`src/rtl/jt49_bus_seq.sv`:
```
`default_nettype none
// ============================================================================
// Module      : jt49_bus_seq
// Description : Write sequencer and two-way arbiter for a shared BDIR/BC1 PSG
//               bus. Two requesters post (addr, data) register writes over
//               valid/ready. The writes are buffered in a 2^AW-entry FIFO and
//               replayed as a latch-address phase followed by a write phase,
//               which drives the bdir/bc1/din inputs of the jt49 bus wrapper.
//
// Ports       : clk        - system clock, all logic on posedge
//               rst_n      - synchronous active-low reset
//               req0_*     - requester 0 write request (valid/addr/data/ready)
//               req1_*     - requester 1 write request (valid/addr/data/ready)
//               bdir, bc1  - registered PSG bus control (never 01)
//               bus_dout   - registered PSG bus data to the wrapper din
//               busy       - registered: FIFO non-empty or sequencer active
//               level      - FIFO occupancy, 0..2^AW
//
// Parameters  : AW   - log2 of the FIFO depth
//               HOLD - cycles each active bus phase is held (legal 1..15)
//
// Revision    : 1.0 - initial release
// ============================================================================
module jt49_bus_seq #(
   parameter int AW   = 2,
   parameter int HOLD = 2
) (
   input  logic          clk,
   input  logic          rst_n,
   input  logic          req0_valid,
   input  logic [7:0]    req0_addr,
   input  logic [7:0]    req0_data,
   output logic          req0_ready,
   input  logic          req1_valid,
   input  logic [7:0]    req1_addr,
   input  logic [7:0]    req1_data,
   output logic          req1_ready,
   output logic          bdir,
   output logic          bc1,
   output logic [7:0]    bus_dout,
   output logic          busy,
   output logic [AW:0]   level
);

   localparam int            DEPTH    = 1 << AW;
   localparam logic [AW:0]   LVL_FULL = (AW+1)'(DEPTH);
   localparam logic [AW:0]   LVL_ONE  = 1;
   localparam logic [AW-1:0] PTR_ONE  = 1;
   localparam logic [3:0]    HOLD_LD  = 4'(HOLD);

   // Sequencer states
   localparam logic [2:0] S_IDLE  = 3'd0;
   localparam logic [2:0] S_ADDR  = 3'd1;
   localparam logic [2:0] S_GAP1  = 3'd2;
   localparam logic [2:0] S_WRITE = 3'd3;
   localparam logic [2:0] S_GAP2  = 3'd4;

   // FIFO storage and bookkeeping
   logic [15:0]   mem_q [DEPTH];
   logic [AW-1:0] wptr_q;
   logic [AW-1:0] rptr_q;
   logic [AW:0]   count_q;
   logic [AW:0]   count_d;

   // Round-robin pointer: 0 -> requester 0 wins a tie, 1 -> requester 1 wins
   logic          rr_q;
   logic          rr_d;

   // Sequencer
   logic [2:0]    state_q;
   logic [2:0]    state_d;
   logic [3:0]    cnt_q;
   logic [3:0]    cnt_d;
   logic [7:0]    data_q;
   logic [7:0]    data_d;
   logic          bdir_q;
   logic          bdir_d;
   logic          bc1_q;
   logic          bc1_d;
   logic [7:0]    dout_q;
   logic [7:0]    dout_d;
   logic          busy_q;
   logic          busy_d;

   logic          fifo_empty;
   logic          fifo_full;
   logic          pop;
   logic          push;
   logic          gnt0;
   logic          gnt1;
   logic [15:0]   push_word;
   logic [15:0]   head;

   assign fifo_empty = (count_q == '0);
   assign fifo_full  = (count_q == LVL_FULL);
   assign head       = mem_q[rptr_q];

   // The sequencer takes a new entry only from IDLE or from the trailing gap
   // of the previous write, so back-to-back writes skip the IDLE cycle.
   assign pop = ((state_q == S_IDLE) || (state_q == S_GAP2)) && !fifo_empty;

   // Arbitration. A pop in the same cycle frees a slot, so a full FIFO can
   // still accept one entry that cycle.
   always_comb begin
      gnt0 = 1'b0;
      gnt1 = 1'b0;
      rr_d = rr_q;
      if (!fifo_full || pop) begin
         if (req0_valid && (!req1_valid || !rr_q)) begin
            gnt0 = 1'b1;
            rr_d = 1'b1;
         end else if (req1_valid) begin
            gnt1 = 1'b1;
            rr_d = 1'b0;
         end
      end
   end

   assign push      = gnt0 | gnt1;
   assign push_word = gnt0 ? {req0_addr, req0_data} : {req1_addr, req1_data};

   always_comb begin
      count_d = count_q;
      case ({push, pop})
         2'b10:   count_d = count_q + LVL_ONE;
         2'b01:   count_d = count_q - LVL_ONE;
         default: count_d = count_q;
      endcase
   end

   // Next-state and next-output logic; bus outputs are registered on entry
   // to each state so the bus changes exactly at state boundaries.
   always_comb begin
      state_d = state_q;
      cnt_d   = cnt_q;
      data_d  = data_q;
      bdir_d  = bdir_q;
      bc1_d   = bc1_q;
      dout_d  = dout_q;
      case (state_q)
         S_IDLE, S_GAP2: begin
            if (pop) begin
               state_d = S_ADDR;
               cnt_d   = HOLD_LD;
               data_d  = head[7:0];
               bdir_d  = 1'b1;
               bc1_d   = 1'b1;
               dout_d  = head[15:8];
            end else begin
               state_d = S_IDLE;
               bdir_d  = 1'b0;
               bc1_d   = 1'b0;
            end
         end
         S_ADDR: begin
            if (cnt_q <= 4'd1) begin
               state_d = S_GAP1;
               bdir_d  = 1'b0;
               bc1_d   = 1'b0;
               dout_d  = data_q;
            end else begin
               cnt_d = cnt_q - 4'd1;
            end
         end
         S_GAP1: begin
            state_d = S_WRITE;
            cnt_d   = HOLD_LD;
            bdir_d  = 1'b1;
            bc1_d   = 1'b0;
            dout_d  = data_q;
         end
         S_WRITE: begin
            if (cnt_q <= 4'd1) begin
               state_d = S_GAP2;
               bdir_d  = 1'b0;
               bc1_d   = 1'b0;
            end else begin
               cnt_d = cnt_q - 4'd1;
            end
         end
         default: begin
            state_d = S_IDLE;
            bdir_d  = 1'b0;
            bc1_d   = 1'b0;
         end
      endcase
   end

   assign busy_d = (count_d != '0) || (state_d != S_IDLE);

   always_ff @(posedge clk) begin
      if (!rst_n) begin
         wptr_q  <= '0;
         rptr_q  <= '0;
         count_q <= '0;
         rr_q    <= 1'b0;
         state_q <= S_IDLE;
         cnt_q   <= '0;
         data_q  <= '0;
         bdir_q  <= 1'b0;
         bc1_q   <= 1'b0;
         dout_q  <= '0;
         busy_q  <= 1'b0;
      end else begin
         if (push) wptr_q <= wptr_q + PTR_ONE;
         if (pop)  rptr_q <= rptr_q + PTR_ONE;
         count_q <= count_d;
         rr_q    <= rr_d;
         state_q <= state_d;
         cnt_q   <= cnt_d;
         data_q  <= data_d;
         bdir_q  <= bdir_d;
         bc1_q   <= bc1_d;
         dout_q  <= dout_d;
         busy_q  <= busy_d;
      end
   end

   // Storage has no reset; entries are only visible through the pointers.
   always_ff @(posedge clk) begin
      if (push) mem_q[wptr_q] <= push_word;
   end

   assign req0_ready = gnt0;
   assign req1_ready = gnt1;
   assign bdir       = bdir_q;
   assign bc1        = bc1_q;
   assign bus_dout   = dout_q;
   assign busy       = busy_q;
   assign level      = count_q;

endmodule
`default_nettype wire

```
`config.mk`:
```
export PLATFORM = sky130hd
export DESIGN_NAME = jt49_bus_seq
export DESIGN_NICKNAME = d
export VERILOG_FILES = /design/src/rtl/jt49_bus_seq.sv
export SDC_FILE = /design/constraint.sdc
export NUM_CORES = 1
export LEC_CHECK = 0
export ABC_AREA = 1
export CORE_UTILIZATION = 45
export DETAILED_ROUTE_END_ITERATION = 10
export DONT_BUFFER_PORTS = 1
export PLACE_DENSITY = 0.67
export SYNTH_ARGS = -nofsm -noshare
export SYNTH_HDL_FRONTEND = slang
export SYNTH_SLANG_ARGS = --single-unit
```
`constraint.sdc`:
```
create_clock -name clk -period 5.7 [get_ports clk]
set_clock_uncertainty 0.05 [all_clocks]
set_input_delay 0.57 -clock clk [delete_from_list [all_inputs] [get_ports clk]]
set_output_delay 0.57 -clock clk [all_outputs]
set_load 0.1 [all_outputs]
```
==> summary.md, run 1 <==
| Metric | Value |
|---|---|
| Synthesized area | `~4500 um^2` |
| Vias in the first global route | `roughly 3000` |
| Final ANT Viol Nets | `0` |
| Htree depth | `3` |
| DR vias/cell | `about 4.8` |
| DRT iter0 DRCs | `151` |
| Crit start category | `flip-flop` |
| Max IR drop VDD | `between 0.2 and 0.25 mV` |
| CP arrival | `3.38 ns` |
| Final worst slack | `roughly 2.5 ns` |
| Final cell count without fillers | `647` |
| Tcrit/Tclk final | `55.80%` |
| Worst setup path class | `flip-flop to flip-flop` |
| Nets | `about 550` |
| CTS tree | `done` |
| Seq cells post-synth | `100` |
| Post-synth net total | `555` |
| Rows | `36` |
| Layout cells sized above 1 | `just over 8%` |
| Bufs on Longest Clock Path | `2` |
| GR met1 Demand/Resource | `~23%` |
| # port buffers | `0` |
| Largest net degree at the start of global routing | `34` |
| Final TNS setup | `0 ns` |
| Yosys warnings | `0` |
| Top-area cell type share of the netlist area | `between 40% and 50%` |
| Num CTS Buffers | `9` |
| Die Height | `about 100 um` |
| Top cells by area, synth | `edfxtp_1 43%, dfxtp_1 16%, nand2_1 12%, nor2_1 5.9%, inv_1 5.3%` |
| Synth cell types | `32` |
| Part of the power in registers | `roughly half` |
| Drt total wl | `8385 um` |
| Io pins | `52` |
| M3 GR Usage | `3.215%` |
| Final setup viols | `0` |
| Critical path peak fanout | `13` |
| DR WL/cell | `~13 um` |
| Status | `complete, no violations` |
| Die W | `101.9 um` |
| Post-route DRC | `0` |
| Core area | `roughly 10000 um^2` |
| Initial Util | `a little under half` |
| Clock power frac | `15.7%` |
| Initial antenna violation count | `0` |
| Resize count post-CTS | `0` |
| Worst-Margin Slew | `between 1 and 1.5 ns` |
| CP endpoint kind | `flip-flop` |
| Fin. max-slew vios | `0` |
| CTS Hold Buffers Added | `0` |
| Int Pwr | `1.455 mW` |
| CTS Sinks | `100` |
| GRT Residual Overflow | `0` |
| Fmax | `between 300 and 400 MHz` |
| RSZ-0062 raised after global routing | `no` |
| Total track usage | `18.09%` |
| Leak Pwr | `2.074 nW` |
| Via count | `3114` |
| Setup Fix Bufs, Post-CTS | `0` |
| DP HPWL | `5679 um` |
| Fillers | `971` |
| Cells after Synth | `511` |
| Worst R2R Setup Slack | `2.52 ns` |
| Seq. cell area | `2643 um^2` |
| Number of max-cap violations | `0` |
| NetSw | `between 1 and 1.5 mW` |
| Sw Ratio | `46.67%` |
| Dominant cell type by area after synthesis | `edfxtp_1` |
| GRT met2 Usage | `31.08%` |
| Final hold violations | `0` |
| Relative slew margins | `29.00%` |
| ANT cells | `0` |
| Inst Count DP | `631` |
| Die Area | `10380 um^2` |
| Worst slack, placed | `between 2 and 3 ns` |
| Min Tclk post-route | `3.181 ns` |
| Critical Path RT | `5.90 ns` |
| Clock slew at reported path FFs | `approximately 0.1 ns` |
| Mapped Avg Cell Area | `approximately 8.8 um^2` |
| Routability cong. | `0.8405` |
| Hold WC Path Type | `input pin to flip-flop` |
| Combinational Power Share | `between 30% and 40%` |
| Area growth syn-to-layout | `6.464%` |
| Sequential area share after synthesis | `about three fifths` |
| Most Crowded Layer GR | `met2` |
| Clk Tree Root Cell | `clkbuf_8` |
| Footprint of the multi-input gates | `1491 um^2` |
| DR pass1 iterations | `5` |
| First-pass GRT wire length | `14030 um` |
| Pwr dens | `570.8 nW/um^2` |
| Worst-Skew Late Latency | `0.35 ns` |
## synth_stat cells
cell type  instances
edfxtp_1          64
clkinv_1           1
nand2_1          148
inv_4              1
nand2_2            6
o22ai_1            8
buf_1              1
a21oi_1            7
xnor2_1            1
fa_1               1
dfxtp_1           36
a21o_1             1
buf_2              7
clkbuf_1           3
o21ai_1            9
a21boi_1           2
o21ai_2            1
nor2_4             2
nand3_1           26
buf_6              2
inv_1             64
buf_4              2
nor2_2             4
nand3b_1           2
nand4_1            1
nand3_4            1
ha_1               7
o21ai_0           22
nand3_2            1
nor2_1            71
nor3_1             2
inv_2              7
## cell type report
cell class                 instances  area share [%]
multi-input combinational        323           31.20
tap                              133           3.481
timing repair buffer               2          0.3141
clock inverter                     4          0.4711
clock buffer                      12           3.481
sequential                       100           55.27
inverter                          73           5.784
## placed cells by master (no fill, tap or decap), types with 2 or more instances in the layout
cell type  instances
nor2_2             7
dfxtp_1           36
nor3_1             2
nand3_1           26
inv_1             65
a21oi_1            7
inv_4              2
nand3b_1           2
edfxtp_1          64
clkbuf_8          10
o22ai_1            8
nor2_1            68
o21ai_1            9
nand2_2            6
nand2_1          148
ha_1               7
buf_4              2
o21ai_0           22
a21boi_1           2
inv_2              7
nor2_4             2
## per-stage QoR
stage | cell area (um^2) | hold WS, ns | util [%] | power (mW)
global placement | 4592 | 0.3894 | 47.20 | 2.294
floorplan | 4491 | 0.3829 | - | 2.129
detailed placement | 4592 | 0.4108 | 47.20 | 2.325
CTS | 4781 | 0.2697 | 49.14 | 2.753
finish | 4781 | 0.2858 | 49.14 | 2.729
global route | 4781 | 0.2672 | 49.14 | 2.949
## kinds of logic after synthesis
logic type / share of synthesized area (%)
AOI/OAI and AO/OA: 6.046
xor gates and xnor gates: 0.1951
adders and majority gates: 2.396
buffers and inverters: 8.108
DFF: 58.85
and+or+nand+nor: 24.41
## registers in the layout, indices dropped and copies added, names as in the netlist, named ones only
register / flops
wptr_q: 2
rr_q: 1
bdir: 1
bus_dout: 8
state_q: 3
data_q: 8
rptr_q: 2
busy: 1
cnt_q: 4
bc1: 1
mem_q: 64
level: 3
## power groups by stage
stage	clock network (mW)	registers (mW)	logic, mW
after floorplan	0	1.32	0.810
after global placement	0	1.34	0.950
after detailed placement	0	1.35	0.975
after CTS	0.440	1.33	0.979
after global routing	0.472	1.35	1.12
final	0.429	1.33	0.969
## worst max-delay path, cell delays in order, from the launching register on
cell and delay [ns]:
dfxtp_1 1.03, inv_1 0.18, nand2_1 0.12, nand2_1 0.28
inv_2 0.24, ha_1 0.19, inv_1 0.06, fa_1 0.47
o21ai_0 0.10, nor2_1 0.13, nand3_1 0.08, nor2_1 0.09
nor2_1 0.04
## path summary, 6_finish.rpt
kind,cells past startpoint,from,to
worst max register to register,12,level[2]$_SDFF_PN0_,busy$_SDFF_PN0_
worst min register to register,2,rptr_q[1]$_SDFFE_PN0P_,flip-flop
worst min-delay path,2,rst_n,bus_dout[7]$_SDFFE_PN0P_
worst max-delay path,12,level[2]$_SDFF_PN0_,busy$_SDFF_PN0_
## layer usage
metal,up-vias,routed length (um),share of wire [%]
li1,1619,-,-
met1,1420,3777,45
met2,62,4068,49
met3,13,405,4.8
met4,0,133,1.6
met5,-,0,0
No activity file was read; power rests on OpenSTA's default activity.
==> inputs of run 2 (changes only) <==
==> constraint.sdc (replaced) <==
create_clock -name clk -period 2.95 [get_ports clk]
set_clock_uncertainty 0.05 [all_clocks]
set_input_delay 0.295 -clock clk [delete_from_list [all_inputs] [get_ports clk]]
set_output_delay 0.295 -clock clk [all_outputs]
set_load 0.1 [all_outputs]
==> summary.md, run 2 (synthesis results as in run 1) <==
| Metric | Value |
|---|---|
| Status | `complete, no violations` |
| Max incr delay on CP | `0.47 ns (-0.56 ns)` |
| RSZ-0062 raised after global routing | `no` |
| Clock slew at reported path FFs | `0.10 ns (about the same)` |
| ANT cells | `0 (unchanged)` |
| CP most frequent cell | `nor2_1` |
| DRT iter0 DRCs | `135 (-11%)` |
| Fillers | `956 (-1.5%)` |
| Metal2 WL | `4161 um (+2.3%)` |
| Hold WC Path Type | `input pin to flip-flop` |
| Io pins | `52 (unchanged)` |
| Worst R2R Setup Slack | `0.77 ns (-1.75 ns)` |
| Max layer used | `met4` |
| Die Area | `10380 um^2 (unchanged)` |
| Die Height | `101.9 um (unchanged)` |
| DR pass1 iterations | `4 (-1)` |
| Buf/Inv on CP | `2 (-1)` |
| GRT Residual Overflow | `0 (unchanged)` |
| Relative slew margins | `34.76% (+5.8 points)` |
| Fmax | `458.5 MHz (+46%)` |
| Die W | `101.9 um (unchanged)` |
| Htree depth | `3 (unchanged)` |
| Worst slack, placed | `0.7752 ns (-1.756 ns)` |
| Via count | `3122 (+0.26%)` |
| Levels on crit path | `12 (unchanged)` |
| CP endpoint kind | `flip-flop` |
| Critical Path Start | `state_q[0]$_SDFF_PN0_` |
| Max reg flops | `64 (unchanged)` |
| R2r endpoint | `busy$_SDFF_PN0_` |
| DP HPWL | `5696 um (+0.31%)` |
| Final hold violations | `0 (unchanged)` |
| Resize count post-CTS | `0 (unchanged)` |
| Critical path peak fanout | `9 (-4)` |
| Hold WS | `0.01708 ns (-0.2687 ns)` |
| Initial antenna violation count | `0 (unchanged)` |
| Commonest non-fill, non-tap cells in the layout | `148 x nand2_1, 71 x nor2_1, 64 x inv_1, 64 x edfxtp_1, 36 x dfxtp_1` |
| Setup Fix Bufs, Post-CTS | `0 (unchanged)` |
| Wire length on met3 | `307 um (-24%)` |
| CP endpoint | `busy$_SDFF_PN0_` |
| Number of max-cap violations | `0 (unchanged)` |
| Min Tclk post-route | `2.181 ns (-0.9996 ns)` |
| Layout cells sized above 1 | `9.143% (+0.97 points)` |
| Clk Tree Root Cell | `clkbuf_8` |
| Leak Pwr | `2.124 nW (+2.4%)` |
| Fin util | `50.00% (+0.86 points)` |
| Footprint of the multi-input gates | `1484 um^2 (-0.50%)` |
| Inst Count DP | `640 (+1.4%)` |
| Rows | `36 (unchanged)` |
| Reg2reg path depth | `12 (unchanged)` |
| Largest net degree at the start of global routing | `33 (-2.9%)` |
| Drt total wl | `8825 um (+5.2%)` |
| Final setup viols | `0 (unchanged)` |
| Worst setup path class | `flip-flop to flip-flop` |
| Critical Path RT | `3.17 ns (-2.73 ns)` |
| DR vias/cell | `4.745 (-1.4%)` |
| CP max stage cell | `fa_1` |
| Worst-Margin Slew | `0.9772 ns (-0.08637 ns)` |
| Seq. cell area | `2643 um^2 (unchanged)` |
| CTS Sinks | `100 (unchanged)` |
| Commonest non-fill, non-tap cell in the layout | `nand2_1` |
| Final worst slack | `0.7689 ns (-1.750 ns)` |
| DR WL/cell | `13.41 um (+3.5%)` |
| Crit start category | `flip-flop` |
| Max IR drop VDD | `0.4617 mV (+130%)` |
| Final ANT Viol Nets | `0 (unchanged)` |
| First-pass GRT wire length | `14150 um (+0.84%)` |
| Final cell count without fillers | `658 (+1.7%)` |
| CP arrival | `2.40 ns (-0.98 ns)` |
| CP Cell Sequence | `nor2_2, inv_2, nand3_2, o21ai_2, ha_1, inv_1, fa_1, o21ai_0, nor2_1, nand3_1, nor2_1, nor2_1` |
| Vias in the first global route | `2881 (-3.3%)` |
| Num CTS Buffers | `9 (unchanged)` |
| Core area | `9729 um^2 (unchanged)` |
| FF-to-FF Start | `state_q[0]$_SDFF_PN0_` |
| Routability cong. | `0.7272 (-13%)` |
| Total track usage | `18.34% (+0.25 points)` |
| Post-route DRC | `0 (unchanged)` |
| CP top delay family | `adder cells` |
| Initial Util | `46.15% (unchanged)` |
| Nets | `564 (+2.0%)` |
| CTS tree | `done` |
| Fin. max-slew vios | `0 (unchanged)` |
| Most flop-heavy register | `mem_q` |
| Tcrit/Tclk final | `73.94% (+18 points)` |
| Pwr dens | `1108 nW/um^2 (+94%)` |
| # port buffers | `0 (unchanged)` |
| Final TNS setup | `0 ns (unchanged)` |
| Area growth syn-to-layout | `8.331%` |
| Worst-Skew Late Latency | `0.37 ns (+0.02 ns)` |
| WL met1 | `4232 um (+12%)` |
| Bufs on Longest Clock Path | `2 (unchanged)` |
[run 2: cell count changes in the layout (fill, tap and decap cells not counted)]
| cell | delta |
|---|---|
| nor2_1 | +3 |
| clkbuf_8 | -1 |
| clkinv_2 | -1 |
| clkinv_1 | +1 |
| clkbuf_16 | -1 |
| inv_4 | -1 |
| clkinv_4 | +3 |
| clkinvlp_2 | +1 |
| inv_1 | -1 |
| nor2_2 | -3 |
| buf_4 | +9 |
| dlygate4sd3_1 | +2 |
| bufinv_16 | +1 |
| clkinvlp_4 | -1 |
[run 2: area by class of cell]
cell class	instances	share of cell area, %
tap	133	3.421
timing repair buffer	13	2.109
clock buffer	10	2.623
sequential	100	54.32
multi-input combinational	323	30.50
inverter	73	5.684
clock inverter	6	1.337
[run 2: worst min-delay path by stage]
| stage | depth (start not counted) | from | endpoint |
|---|---|---|---|
| after floorplan | 2 | rptr_q[1]$_SDFFE_PN0P_ | flip-flop |
| after global placement | 2 | rst_n | bus_dout[7]$_SDFFE_PN0P_ |
| after detailed placement | 2 | rst_n | bus_dout[1]$_SDFFE_PN0P_ |
| after CTS | 2 | rst_n | data_q[2]$_SDFFE_PN0P_ |
| after global routing | 2 | rst_n | wptr_q[1]$_SDFFE_PN0P_ |
| final | 2 | rst_n | data_q[2]$_SDFFE_PN0P_ |
[run 2: per-stage QoR]
stage,instance area (um^2),power (mW)
finish,4865,5.392
global route,4865,5.797
CTS,4865,5.437
detailed placement,4652,4.572
global placement,4652,4.504
floorplan,4491,4.114
[run 2: power by group]
group          switching, mW  leakage (nW)  internal, mW
sequential             0.569         0.895          1.85
clock                  0.466        0.0940         0.392
combinational           1.48          1.14         0.636
total                   2.52          2.12          2.87
[run 2: worst reg2reg max path: stages (launching register included)]
cell,delay [ns]
dfxtp_1,0.44
nor2_2,0.09
inv_2,0.07
nand3_2,0.10
o21ai_2,0.16
ha_1,0.23
inv_1,0.06
fa_1,0.47
o21ai_0,0.10
nor2_1,0.11
nand3_1,0.07
nor2_1,0.09
nor2_1,0.04
[run 2: metal layers]
layer | global-route usage [%] | up-vias
met5 | 0 | -
met4 | 7.253 | 0
met3 | 3.010 | 11
met2 | 30.15 | 60
met1 | 24.41 | 1417
li1 | - | 1634
[run 2: timing repair]
item                                    in CTS  in global routing
endpoints found under the hold margin       10                  0
hold buffers                                 2                  0
endpoints found under the setup margin       0                  0
==> inputs of run 3 (changes only) <==
--- a/config.mk
+++ b/config.mk
@@ -9,7 +9,7 @@
 export CORE_UTILIZATION = 45
 export DETAILED_ROUTE_END_ITERATION = 10
 export DONT_BUFFER_PORTS = 1
-export PLACE_DENSITY = 0.67
+export PLACE_DENSITY = 0.69
 export SYNTH_ARGS = -nofsm -noshare
 export SYNTH_HDL_FRONTEND = slang
 export SYNTH_SLANG_ARGS = --single-unit
==> constraint.sdc (replaced) <==
create_clock -name clk -period 1.9 [get_ports clk]
set_clock_uncertainty 0.05 [all_clocks]
set_input_delay 0.19 -clock clk [delete_from_list [all_inputs] [get_ports clk]]
set_output_delay 0.19 -clock clk [all_outputs]
set_load 0.1 [all_outputs]
==> summary.md, run 3 (synthesis results as in run 1) <==
| Metric | Value |
|---|---|
| Critical Path RT | `2.10 ns (-1.07 ns)` |
| FF-to-FF Start | `level[1]$_SDFF_PN0_` |
| Hold WC Path Type | `input pin to flip-flop` |
| RSZ-0062 raised after global routing | `yes` |
| First-pass GRT wire length | `14660 um (+3.6%)` |
| Rows | `36 (unchanged)` |
| Nets | `586 (+3.9%)` |
| Leak Pwr | `2.250 nW (+5.9%)` |
| Pwr dens | `1705 nW/um^2 (+54%)` |
| Max IR drop VDD | `0.8081 mV (+75%)` |
| Most flop-heavy register | `mem_q` |
| Failing checks | `setup timing` |
| Final worst slack | `-0.02909 ns (-0.7980 ns)` |
| Worst R2R Setup Slack | `-0.03 ns (-0.80 ns)` |
| Die Area | `10380 um^2 (unchanged)` |
| ANT cells | `0 (unchanged)` |
| Worst Hold End | `mem_q[3][13]$_DFFE_PP_` |
| DR vias/cell | `4.832 (+1.8%)` |
| Area of all placed cells without fillers | `5110 um^2 (+5.0%)` |
| Worst-Margin Slew | `0.7587 ns (-0.2185 ns)` |
| Critical path peak fanout | `3 (-6)` |
| Tcrit/Tclk final | `101.5% (+28 points)` |
| CP endpoint kind | `flip-flop` |
| Worst-Skew Late Latency | `0.36 ns (about the same)` |
| Post-route DRC | `0 (unchanged)` |
| Relative slew margins | `49.25% (+14 points)` |
| Hold WS | `0.03673 ns (+0.01965 ns)` |
| CP arrival | `2.13 ns (-0.27 ns)` |
| Vias in the first global route | `3169 (+10%)` |
| Reg2reg path depth | `12 (unchanged)` |
| Worst slack, placed | `-0.02922 ns (-0.8045 ns)` |
| Drt total wl | `8916 um (+1.0%)` |
| Fin. max-slew vios | `0 (unchanged)` |
| Hold path depth | `2 (unchanged)` |
| R2r endpoint | `busy$_SDFF_PN0_` |
| Final setup viols | `1 (+1)` |
| CTS Sinks | `100 (unchanged)` |
| Min Tclk post-route | `1.929 ns (-0.2520 ns)` |
| Clock slew at reported path FFs | `0.10 ns (about the same)` |
| Status | `complete, but fails checks` |
| Bufs on Longest Clock Path | `2 (unchanged)` |
| Core area | `9729 um^2 (unchanged)` |
| Layout cells sized above 1 | `14.81% (+5.7 points)` |
| Max reg flops | `64 (unchanged)` |
| DP HPWL | `6107 um (+7.2%)` |
| Initial Util | `46.15% (unchanged)` |
| CTS tree | `done` |
| GRT Residual Overflow | `0 (unchanged)` |
| Via count | `3286 (+5.3%)` |
| DR pass1 iterations | `5 (+1)` |
| Hold wc startpoint | `req0_addr[5]` |
| Fillers | `914 (-4.4%)` |
| Crit start category | `flip-flop` |
| Routability cong. | `0.7662 (+5.4%)` |
| Num CTS Buffers | `9 (unchanged)` |
| Total track usage | `18.59% (+0.25 points)` |
| Final ANT Viol Nets | `0 (unchanged)` |
| # port buffers | `0 (unchanged)` |
| Io pins | `52 (unchanged)` |
| Commonest non-fill, non-tap cells in the layout | `147 x nand2_1, 71 x nor2_1, 64 x edfxtp_1, 62 x inv_1, 33 x dfxtp_1` |
| Htree depth | `3 (unchanged)` |
| DR WL/cell | `13.11 um (-2.2%)` |
| Area growth syn-to-layout | `13.79%` |
| Total Power | `8.714 mW (+62%)` |
| Clk Tree Root Cell | `clkbuf_8` |
| Critical Path Start | `level[1]$_SDFF_PN0_` |
| Final hold violations | `0 (unchanged)` |
| Commonest non-fill, non-tap cell in the layout | `nand2_1` |
| Largest net degree at the start of global routing | `23 (-30%)` |
| Die W | `101.9 um (unchanged)` |
| Initial antenna violation count | `0 (unchanged)` |
| Worst setup path class | `flip-flop to flip-flop` |
| Number of max-cap violations | `0 (unchanged)` |
| DRT iter0 DRCs | `165 (+22%)` |
| Fmax | `518.4 MHz (+13%)` |
| Post-DP Area | `4896 um^2 (+5.2%)` |
| Die Height | `101.9 um (unchanged)` |
[run 3: changes by cell type in the layout (fill, tap and decap cells not counted), moves of 2 or more]
| cell | delta |
|---|---|
| dfxtp_1 | -3 |
| inv_6 | +5 |
| inv_1 | -2 |
| buf_12 | +3 |
| buf_4 | +20 |
| clkinv_4 | -3 |
| dfxtp_4 | +3 |
[run 3: routing by layer]
layer	track usage, %	up-vias	part of all wire [%]
met5	0	-	0
met4	4.945	0	0.40
met3	3.420	2	3.5
met2	32.48	82	49
met1	23.84	1521	47
li1	-	1681	-
[run 3: how the worst max path moves through the flow]
stage,slack [ns],to
6_report,-0.03,busy$_SDFF_PN0_
5_1_grt,-0.1,busy$_SDFF_PN0_
4_1_cts,-0.02,busy$_SDFF_PN0_
3_5_place_dp,-0.03,busy$_SDFF_PN0_
3_3_place_gp,0.04,busy$_SDFF_PN0_
2_1_floorplan,-0.11,busy$_SDFF_PN0_
[run 3: timing repair]
item | CTS | global route
hold buffers | 1 | 0
hold endpoints to repair | 24 | 0
buffers inserted | 2 | 0
pin swaps | 6 | 0
gates resized for setup | 1 | 2
setup endpoints to repair | 1 | 3
[run 3: area by class of cell]
type | instances | area (um^2) | share of cell area (%)
Sequential cell | 100 | 2654 | 51.93
Multi-Input combinational cell | 323 | 1526 | 29.87
Timing Repair Buffer | 35 | 302.8 | 5.926
Inverter | 73 | 281.5 | 5.509
Tap cell | 133 | 166.4 | 3.257
Clock buffer | 9 | 123.9 | 2.424
Clock inverter | 7 | 55.05 | 1.077
[run 3: report_power, final]
group	internal (mW)	switching, mW
Combinational	1.29	3.06
Sequential	2.88	0.233
Clock	0.497	0.752
[run 3: worst max-delay path, stage by stage (launching register included)]
cell and delay (ns):
dfxtp_4 0.37, nor2_4 0.15, nand3_4 0.10, o21ai_4 0.08, ha_4 0.16, inv_2 0.04
fa_1 0.38, nand2_1 0.12, nand3_1 0.10, nand2_1 0.09, nand3_1 0.07, nor2_1 0.09
nor2_1 0.04
[run 3: stage by stage]
stage | instances | utilization [%] | setup TNS, ns
final | 680 | 52.52 | -0.02909
after global routing | 680 | 52.52 | -0.09942
after CTS | 680 | 52.46 | -0.01671
after detailed placement | 661 | 50.32 | -0.02922
after global placement | 661 | 50.32 | 0
after floorplan | 511 | - | -4.936
